File: config.mk
export PLATFORM = sky130hd
export DESIGN_NAME = tile_pingpong_skew_buffer_flat
export DESIGN_NICKNAME = d
export VERILOG_FILES = /design/src/rtl/tile_pingpong_skew_buffer_pkg.sv /design/src/rtl/tile_pingpong_skew_buffer_if.sv /design/src/rtl/tile_pingpong_skew_buffer_skew_lane_mux.sv /design/src/rtl/tile_pingpong_skew_buffer.sv /design/src/flat_wrapper.sv
export SDC_FILE = /design/constraint.sdc
export NUM_CORES = 1
export LEC_CHECK = 0
export BUFFER_PORTS_ARGS = -buffer_cell sky130_fd_sc_hd__buf_2
export CORE_MARGIN = 1.5
export CORE_UTILIZATION = 54
export DETAILED_ROUTE_END_ITERATION = 7
export PLACE_DENSITY = 0.76
export SLEW_MARGIN = 20
export SYNTH_ARGS = -nofsm -noshare
export SYNTH_HDL_FRONTEND = slang
export SYNTH_SLANG_ARGS = --single-unit
File: constraint.sdc
create_clock -name clk -period 2.25 [get_ports clk]
set_input_delay 0.225 -clock clk [delete_from_list [all_inputs] [get_ports clk]]
set_output_delay 0.225 -clock clk [all_outputs]
set_load 0.01 [all_outputs]
File: src/rtl/tile_pingpong_skew_buffer_pkg.sv
// Shared types and sizing helpers for the ping-pong skew tile buffer.
// Optional feature macro: TILE_BUF_TRANSPOSE_EN (used by the lane mux).
package tile_buf_pkg;

    typedef enum logic {
        IDLE  = 1'b0,
        DRAIN = 1'b1
    } rd_state_t;

    // A skewed drain of an n x n tile takes 2n-1 beats.
    function automatic int skew_steps(input int n);
        return 2 * n - 1;
    endfunction

    // Width of the per-bank write row counter.
    function automatic int cnt_w(input int n);
        return $clog2(n);
    endfunction

    // Width of the skew step counter.
    function automatic int step_w(input int n);
        return $clog2(skew_steps(n));
    endfunction

endpackage

File: src/rtl/tile_pingpong_skew_buffer_if.sv
// Loader-side write handshake plus array-side skewed read stream.
// master = loader/array side, slave = the tile buffer.
interface tile_buf_if #(
    parameter int DATA_WIDTH  = 8,
    parameter int MATRIX_SIZE = 3
);
    logic                              wr_valid;
    logic                              wr_ready;
    logic [DATA_WIDTH*MATRIX_SIZE-1:0] wr_data_flat;
    logic                              out_valid;
    logic                              out_ready;
    logic [DATA_WIDTH*MATRIX_SIZE-1:0] out_data_flat;
    logic [MATRIX_SIZE-1:0]            out_lane_valid;
    logic                              out_last;
    logic [1:0]                        full_flags;

    modport master (
        output wr_valid, wr_data_flat, out_ready,
        input  wr_ready, out_valid, out_data_flat, out_lane_valid, out_last, full_flags
    );

    modport slave (
        input  wr_valid, wr_data_flat, out_ready,
        output wr_ready, out_valid, out_data_flat, out_lane_valid, out_last, full_flags
    );
endinterface

File: src/rtl/tile_pingpong_skew_buffer_skew_lane_mux.sv
// One output lane of the skewed feed: picks the tile element for this lane at
// the current step and flags whether the lane is inside the diagonal window.
// With TILE_BUF_TRANSPOSE_EN defined the row/column roles are swapped so the
// same loader can feed the column edge of the array.
module skew_lane_mux
    import tile_buf_pkg::*;
#(
    parameter int DATA_WIDTH  = 8,
    parameter int MATRIX_SIZE = 3,
    parameter int LANE        = 0
) (
    input  logic [MATRIX_SIZE-1:0][MATRIX_SIZE-1:0][DATA_WIDTH-1:0] tile,
    input  logic [step_w(MATRIX_SIZE)-1:0]                          step,
    output logic [DATA_WIDTH-1:0]                                   data,
    output logic                                                    lane_valid
);
    localparam int N  = MATRIX_SIZE;
    localparam int SW = step_w(N);
    localparam int RW = cnt_w(N);

    logic [SW-1:0] rel;
    logic [RW-1:0] rel_idx;
    logic [RW-1:0] lane_idx;
    logic [RW-1:0] row;
    logic [RW-1:0] col;

    assign lane_idx = RW'(LANE);

    // Diagonal window test and element select; idle lanes drive zero.
    always_comb begin
        rel        = step - SW'(LANE);
        rel_idx    = rel[RW-1:0];
        lane_valid = (step >= SW'(LANE)) && (rel < SW'(N));
`ifdef TILE_BUF_TRANSPOSE_EN
        row = lane_idx;
        col = rel_idx;
`else
        row = rel_idx;
        col = lane_idx;
`endif
        data = '0;
        if (lane_valid) data = tile[row][col];
    end
endmodule

File: src/rtl/tile_pingpong_skew_buffer.sv
// Two-bank ping-pong tile buffer: writer fills one bank a row per beat while
// the reader drains the other as a diagonally skewed systolic feed.
// Bank swaps follow the handshakes; a full next bank drains with no bubble.
// Optional feature macro: TILE_BUF_TRANSPOSE_EN (transposed read mapping).
module tile_pingpong_skew_buffer
    import tile_buf_pkg::*;
#(
    parameter int DATA_WIDTH  = 8,
    parameter int MATRIX_SIZE = 3
) (
    input  logic      clk,
    input  logic      rst,
    tile_buf_if.slave bus
);
    localparam int N         = MATRIX_SIZE;
    localparam int CW        = cnt_w(N);
    localparam int SW        = step_w(N);
    localparam int LAST_STEP = skew_steps(N) - 1;

    typedef logic [N-1:0][N-1:0][DATA_WIDTH-1:0] tile_t;

    tile_t [1:0]                  bank;
    logic                         wr_sel, rd_sel;
    logic [1:0]                   full, full_nxt;
    logic [CW-1:0]                wr_cnt;
    logic [SW-1:0]                rd_step;
    rd_state_t                    state, state_nxt;
    logic                         wr_rdy, wr_acc, wr_last;
    logic                         drain, rd_acc, rd_last;
    logic [N-1:0][DATA_WIDTH-1:0] lane_data;
    logic [N-1:0]                 lane_vld;

    assign wr_rdy  = !full[wr_sel];
    assign wr_acc  = bus.wr_valid && wr_rdy;
    assign wr_last = (wr_cnt == CW'(N - 1));
    assign drain   = (state == DRAIN);
    assign rd_acc  = drain && bus.out_ready;
    assign rd_last = (rd_step == SW'(LAST_STEP));

    // Next full flags: completing a write and releasing a read hit different banks.
    always_comb begin
        full_nxt = full;
        if (wr_acc && wr_last) full_nxt[wr_sel] = 1'b1;
        if (rd_acc && rd_last) full_nxt[rd_sel] = 1'b0;
    end

    // Reader state register.
    always_ff @(posedge clk) begin
        if (rst) state <= IDLE;
        else     state <= state_nxt;
    end

    // Reader next state; look at the post-update flag of the other bank so a
    // tile completing on the release edge still streams without a bubble.
    always_comb begin
        state_nxt = state;
        case (state)
            IDLE:    if (full[rd_sel]) state_nxt = DRAIN;
            DRAIN:   if (rd_acc && rd_last) state_nxt = full_nxt[~rd_sel] ? DRAIN : IDLE;
            default: state_nxt = IDLE;
        endcase
    end

    // Reader outputs; everything is masked off outside DRAIN.
    always_comb begin
        bus.out_valid      = drain;
        bus.out_last       = drain && rd_last;
        bus.out_lane_valid = drain ? lane_vld : '0;
        bus.out_data_flat  = drain ? lane_data : '0;
        bus.wr_ready       = wr_rdy;
        bus.full_flags     = full;
    end

    // Bank storage, write pointer, read pointer and bank flags.
    always_ff @(posedge clk) begin
        if (rst) begin
            bank    <= '0;
            wr_sel  <= 1'b0;
            wr_cnt  <= '0;
            rd_sel  <= 1'b0;
            rd_step <= '0;
            full    <= '0;
        end else begin
            full <= full_nxt;
            if (wr_acc) begin
                bank[wr_sel][wr_cnt] <= bus.wr_data_flat;
                wr_cnt <= wr_last ? '0 : wr_cnt + 1'b1;
                if (wr_last) wr_sel <= ~wr_sel;
            end
            if (rd_acc) begin
                rd_step <= rd_last ? '0 : rd_step + 1'b1;
                if (rd_last) rd_sel <= ~rd_sel;
            end
        end
    end

    for (genvar g = 0; g < N; g++) begin : g_lane
        skew_lane_mux #(
            .DATA_WIDTH (DATA_WIDTH),
            .MATRIX_SIZE(MATRIX_SIZE),
            .LANE       (g)
        ) u_lane (
            .tile      (bank[rd_sel]),
            .step      (rd_step),
            .data      (lane_data[g]),
            .lane_valid(lane_vld[g])
        );
    end
endmodule
File: src/flat_wrapper.sv
// flat-port wrapper written by rule: the top's interface ports become plain ports
module tile_pingpong_skew_buffer_flat import tile_buf_pkg::*;
#(
    parameter int DATA_WIDTH  = 8,
    parameter int MATRIX_SIZE = 3
)
  (clk, rst, bus_wr_valid, bus_wr_data_flat, bus_out_ready, bus_wr_ready, bus_out_valid, bus_out_data_flat, bus_out_lane_valid, bus_out_last, bus_full_flags);
  tile_buf_if #(.DATA_WIDTH(DATA_WIDTH), .MATRIX_SIZE(MATRIX_SIZE)) bus_i ();
  input  logic clk;
  input  logic rst;
  input wire logic [$bits(bus_i.wr_valid)-1:0] bus_wr_valid;
  input wire logic [$bits(bus_i.wr_data_flat)-1:0] bus_wr_data_flat;
  input wire logic [$bits(bus_i.out_ready)-1:0] bus_out_ready;
  output wire logic [$bits(bus_i.wr_ready)-1:0] bus_wr_ready;
  output wire logic [$bits(bus_i.out_valid)-1:0] bus_out_valid;
  output wire logic [$bits(bus_i.out_data_flat)-1:0] bus_out_data_flat;
  output wire logic [$bits(bus_i.out_lane_valid)-1:0] bus_out_lane_valid;
  output wire logic [$bits(bus_i.out_last)-1:0] bus_out_last;
  output wire logic [$bits(bus_i.full_flags)-1:0] bus_full_flags;
  assign bus_i.wr_valid = bus_wr_valid;
  assign bus_i.wr_data_flat = bus_wr_data_flat;
  assign bus_i.out_ready = bus_out_ready;
  assign bus_wr_ready = bus_i.wr_ready;
  assign bus_out_valid = bus_i.out_valid;
  assign bus_out_data_flat = bus_i.out_data_flat;
  assign bus_out_lane_valid = bus_i.out_lane_valid;
  assign bus_out_last = bus_i.out_last;
  assign bus_full_flags = bus_i.full_flags;
  tile_pingpong_skew_buffer #(.DATA_WIDTH(DATA_WIDTH), .MATRIX_SIZE(MATRIX_SIZE)) u_core (.clk(clk), .rst(rst), .bus(bus_i));
endmodule
**After elaboration in Yosys (flattened, before gate mapping)**

Index checks and enable logic that the tools add are counted.

- Output and inout port bits: 32
- Register bits after elaboration: 154
- Word-level logic and storage cells: 102

- Add/subtract/negate cells: 4
- Equal/unequal tests: 2
- Bitwise operators: 6
- Multiplexer cells: 36
- Order comparisons: 16
- Reduce and logical (&&, ||, !) cells: 14

Operators by type and width:

| cell | count |
|---|---|
| 72-bit two-way mux | 3 |
| 24-bit binary-select mux with 2-bit select | 3 |
| 144-bit bitwise mux | 1 |
| 72-bit demux with 1-bit select | 1 |
| 24-bit two-way mux | 3 |
| 24-bit demux with 2-bit select | 1 |
| 8-bit two-way mux | 4 |
| 16-bit two-way mux | 1 |
| 2-bit by 3-bit less-than comparator with 1-bit output (second input constant) | 4 |
| 1-bit logical AND | 11 |
| 1-bit two-way mux | 11 |
| 3-bit by 2-bit less-than comparator with 1-bit output (second input constant) | 3 |
| 3-bit by 1-bit greater-or-equal comparator with 1-bit output (second input constant) | 2 |
| 1-bit by 2-bit less-than comparator with 1-bit output (second input constant) | 3 |
| 2-bit two-way mux | 3 |
| 3-bit two-way mux | 2 |
| 2-bit AND reduction | 2 |
| 3-bit by 1-bit adder with 3-bit output (second input constant) | 1 |
| 3-bit equality test (second input constant) | 1 |
| 3-bit by 2-bit greater-or-equal comparator with 1-bit output (second input constant) | 1 |
| 1-bit inverter | 3 |
| 3-bit by 1-bit subtractor with 3-bit output (second input constant) | 1 |
| 3-bit by 2-bit subtractor with 3-bit output (second input constant) | 1 |
| 2-bit by 1-bit adder with 2-bit output (second input constant) | 1 |
| other kinds (9) | 11 |

**Logic depth before layout (Yosys ltp)**

- Depth after elaboration: 13
- Mapped depth: 9
- Mapped depth without buffers: 5

**Modules after synthesis**

Synthesis repeated with hierarchy kept, for this count alone.

- Cells, all modules: 943
- Area total of the unflattened synthesis: 7951.4 µm²

Modules (own cells, without submodules):

| module | instances | area each (µm²) | cells each |
|---|---|---|---|
| tile_pingpong_skew_buffer | 1 | 7006.7 | 829 |
| skew_lane_mux at u_core.g_lane[2].u_lane | 1 | 350.3 | 37 |
| skew_lane_mux at u_core.g_lane[0].u_lane | 1 | 301.5 | 38 |
| skew_lane_mux at u_core.g_lane[1].u_lane | 1 | 292.8 | 39 |

**Worst setup path before layout**

Ideal clock, no wire load.

- Path type: flip-flop to output port
- Start: reg u_core.rd_step[0]
- End: out bus_out_data_flat[10]
- Arrival: 2325 ps
- Path buffers: 4
- Required time: 2025 ps
- Setup slack: -300 ps
- Cell stages (with the launch flop): 10
- Cells stage by stage: dfxtp_1 buf_2 inv_2 buf_1 ha_1 buf_2 nor2b_1 clkbuf_1 a22oi_1 a221oi_1

- Longest elaborated chain between the ends: 5
- Elaborated cells between the ends (all ways): 8
- Those cells by class: 1 x add/sub; 2 x order compare; 4 x mux; 1 x reduce/logical

RTL lines:

| element | line | text |
|---|---|---|
| start: declaration | tile_pingpong_skew_buffer.sv:26 | `logic [SW-1:0] rd_step;` |
| start signal: assignment | tile_pingpong_skew_buffer.sv:91 | `rd_step <= rd_last ? '0 : rd_step + 1'b1;` |
| 3-bit by 1-bit subtractor with 3-bit output | tile_pingpong_skew_buffer_skew_lane_mux.sv:31 | `rel = step - SW'(LANE);` |
| 3-bit by 2-bit less-than comparator with 1-bit output / 24-bit binary-select mux with 2-bit select (equally long branches) | tile_pingpong_skew_buffer_skew_lane_mux.sv:33, tile_pingpong_skew_buffer_skew_lane_mux.sv:42 |  |
| 1-bit logical AND / 16-bit two-way mux (equally long branches) | tile_pingpong_skew_buffer_skew_lane_mux.sv:33, tile_pingpong_skew_buffer_skew_lane_mux.sv:42 |  |
| 8-bit two-way mux * | tile_pingpong_skew_buffer_skew_lane_mux.sv:42 | `if (lane_valid) data = tile[row][col];` |
| 24-bit two-way mux * | tile_pingpong_skew_buffer.sv:69 | `bus.out_data_flat = drain ? lane_data : '0;` |
| end: declaration | flat_wrapper.sv:16 | `output wire logic [$bits(bus_i.out_data_flat)-1:0] bus_out_data_flat;` |

Every way passes the cells marked *; elsewhere a longest branch is shown, timed or not. The select of a mux whose other input is x is not followed.

**Final worst setup path**

- Start: reg u_core.rd_step[0]
- End: out bus_out_data_flat[15]

Same word-level chain as after synthesis.

==> impl_metrics.py <==
metrics = {
    "critical_path": {
        "cp.required_ns": 2.03,
        "crit_type": "reg2out",
        "worst_setup_path_end_kind": "primary output",
        "start_kind": "flip-flop",
        "arrival_ns": 2.11,
        "crit_fanout": 19,
    },
    "power_and_ir_drop": {
        "p_sw_mw": 1.53,
        "clkPwrFrac_pct": 45.3,
        "p_comb_share_pct": 9.0,
        "peakVddDrop_uv": 443,
        "p_sw_share_pct": 24.7,
        "pwr-share-seq_pct": 45.8,
        "p_leak_nw": 3.04,
        "power_density_nw_per_um2": 703,
        "power.internal_mw": 4.67,
    },
    "yosys": {
        "yosysTopAreaCell": "dfxtp_1",
        "postSynthAreaPerCell_um2": 8.47,
        "ys_ff_latch": 154,
        "synth.area.top_cells": "dfxtp_1, a21oi_1, nand3_1",
        "async_reset_ff_share_pct": 0,
        "synth.net_count": 910,
        "yosys_warnings": 0,
        "synth_cell_types": 42,
        "ys.flop_type": "dfxtp_1",
        "synthCells": 875,
        "yosysMostFrequentCell": "dfxtp_1",
        "yosysTopAreaCellShare_pct": 41.6,
        "synth_edf_count": 0,
        "synth-seq-area-share_pct": 41.6,
        "netlist_area_um2": 7410,
        "synth.top_cells.by_count": "dfxtp_1, a21oi_1, nand3_1, o21ai_0, clkbuf_1",
    },
    "global_routing": {
        "grtUsageTotal_pct": 32.6,
        "grt_max_degree": 56,
        "grt_pass1_wl_um": 36700,
        "grt_overflow": 0,
        "grt_pass1_vias": 6863,
        "antenna_found_initial": 0,
    },
    "placed_design": {
        "place_area_um2": 7910,
        "place_inst": 1049,
        "gp_congestion": 0.873,
        "placement.io_buffers": 59,
        "hpwl_um": 12700,
    },
    "timing": {
        "min_period_over_period_pct": 104,
        "worst-slew-pin-transition_ns": 0.654,
        "setup-tns-final_ns": -0.286,
        "fin_crit_ns": 2.33,
        "fin_skew_ns": 0.00377,
        "drv_slew": 0,
        "rsz0062_at_grt": "true",
        "finalSetupViolCount": 8,
        "whs_ns": 0.0993,
        "slew_headroom_pct": 56.4,
        "setup_slack_ns": -0.0824,
        "hold_viol": 0,
        "fmax_mhz": 429,
    },
    "clock_network": {
        "insertion_delay_ns": 0.43,
        "postCtsHoldBufs": 0,
        "cts-root-buf": "clkbuf_16",
        "clockBufferDepth": 2,
        "cts.sinks": 154,
        "h-tree-depth": 4,
        "numCtsBuffers": 17,
        "clk_pin_slew_worst_paths_ns": 0.06,
        "cts_tree": "built",
    },
    "outcome": {
        "violations": "negative setup slack",
        "outcome": "finished, violations left",
    },
    "routing": {
        "first_pass_iters": 7,
        "drt_wl_total_um": 23100,
        "wl_per_cell_um": 21.2,
        "ant_nets": 0,
        "first_iter_violations": 944,
        "drc_errors": 0,
        "post_drt_via_cell_ratio": 6.66,
        "vias": 7263,
    },
    "floorplan": {
        "die_h_um": 120,
        "rows": 42,
        "start_util_pct": 55.7,
        "coreArea_um2": 13300,
        "die_x_um": 120,
        "io_pins": 60,
        "die_area_um2": 14400,
    },
    "run": {
        "maxCapViolCount": 0,
    },
    "final_layout": {
        "drive_above_1_share_pct": 26.7,
        "area_growth_pct": 19.0,
        "layout.nets": 936,
        "n_antenna_cell": 0,
        "fin_cells": 1090,
        "final_area_um2": 8820,
    },
    "worst_hold_path": {
        "min_path_type": "in2reg",
    },
}
[cell type report]
class / instances / area (um^2)
clock buffer: 23 / 478
clock inverter: 9 / 95.1
fill: 1086 / 4480
inverter: 10 / 42.5
multi-input combinational: 615 / 4090
sequential: 154 / 3090
tap: 176 / 220
timing repair buffer: 103 / 800
[worst paths after layout]
kind	endpoint	start	depth (start not counted)	slack, ns
max	bus_out_data_flat[15]	u_core.rd_step[0]$_SDFFE_PP0N_	7	-0.08
max reg2reg	u_core.bank[7]$_SDFFE_PP0P_	u_core.wr_sel$_SDFFE_PP0N_	3	0.38
min reg2reg	u_core.bank[23]$_SDFFE_PP0P_	u_core.bank[23]$_SDFFE_PP0P_	2	0.47
min	u_core.bank[50]$_SDFFE_PP0P_	bus_wr_data_flat[2]	3	0.1
[stage by stage]
step / utilization (%) / total power, mW / setup slack (ns)
after CTS: 65.7 / 6.19 / -0.0210
after global routing: 66.3 / 6.38 / -0.132
final: 66.3 / 6.20 / -0.0824
after floorplan: - / 3.23 / 0.0140
after global placement: 59.5 / 3.41 / 0.229
after detailed placement: 59.5 / 3.42 / 0.214
[power by group through the flow]
stage	Sequential (mW)	Clock, mW	Combinational (mW)
floorplan	2.87	0	0.359
global placement	2.89	0	0.522
detailed placement	2.89	0	0.525
CTS	2.83	2.82	0.535
global route	2.84	2.95	0.594
finish	2.84	2.81	0.556
[placed cells by master, fill, tap and decap left out, types with 4 or more instances in the layout]
cell type,n
a221oi_2,7
a22oi_1,13
o21ai_0,121
nor2b_2,4
nor3_1,9
dfxtp_1,149
mux2_2,39
buf_12,9
a22oi_2,10
dfxtp_2,4
ha_1,4
clkbuf_16,17
clkinv_2,7
inv_1,8
mux4_2,16
nand2_1,6
nand4_1,4
o21ai_1,22
a21oi_1,152
o21ai_2,4
nor2_1,14
nand3_1,151
buf_4,29
buf_2,58
[flip-flops by register name (all words and copies together), names as in the netlist]
register	count
u_core.bank	144
u_core.wr_cnt	2
u_core.wr_sel	1
u_core.rd_step	3
u_core.bus.full_flags	2
u_core.rd_sel	1
u_core.bus.out_valid	1
[logic make-up (layout without fill, tap and decap cells)]
kind of cell	count (synthesis)	count (layout)	share of synthesized area (%)
XOR/XNOR	2	2	0.236
AND/OR/NAND/NOR	211	211	14.8
flip-flops	154	154	41.6
adder cells (fa/ha/maj)	7	7	1.18
buffers and inverters	106	145	6.50
multiplexers	58	58	11.2
AO/OA/AOI/OAI	337	337	24.4
[layer usage]
layer	wire length (um)	GRT usage, %	vias to the layer above
met5	0	0	-
li1	-	-	3268
met4	601	14.4	0
met1	9330	42.8	3475
met3	2320	7.84	61
met2	10900	51.0	459
[timing repair]
item / in CTS / in global routing
setup buffers: 7 / 0
cloned: 2 / 0
pin swaps: 6 / 4
gates resized for setup: 33 / 21
setup endpoints to repair: 24 / 22
[worst max-delay path, cell delays in order, from the launching register on]
cell and delay [ns]:
dfxtp_2 0.35, buf_8 0.20, ha_1 0.16, nor2b_2 0.20, o21ai_4 0.09, buf_12 0.15
a221oi_4 0.33, buf_2 0.19
Power figures use the tool's default switching activity.
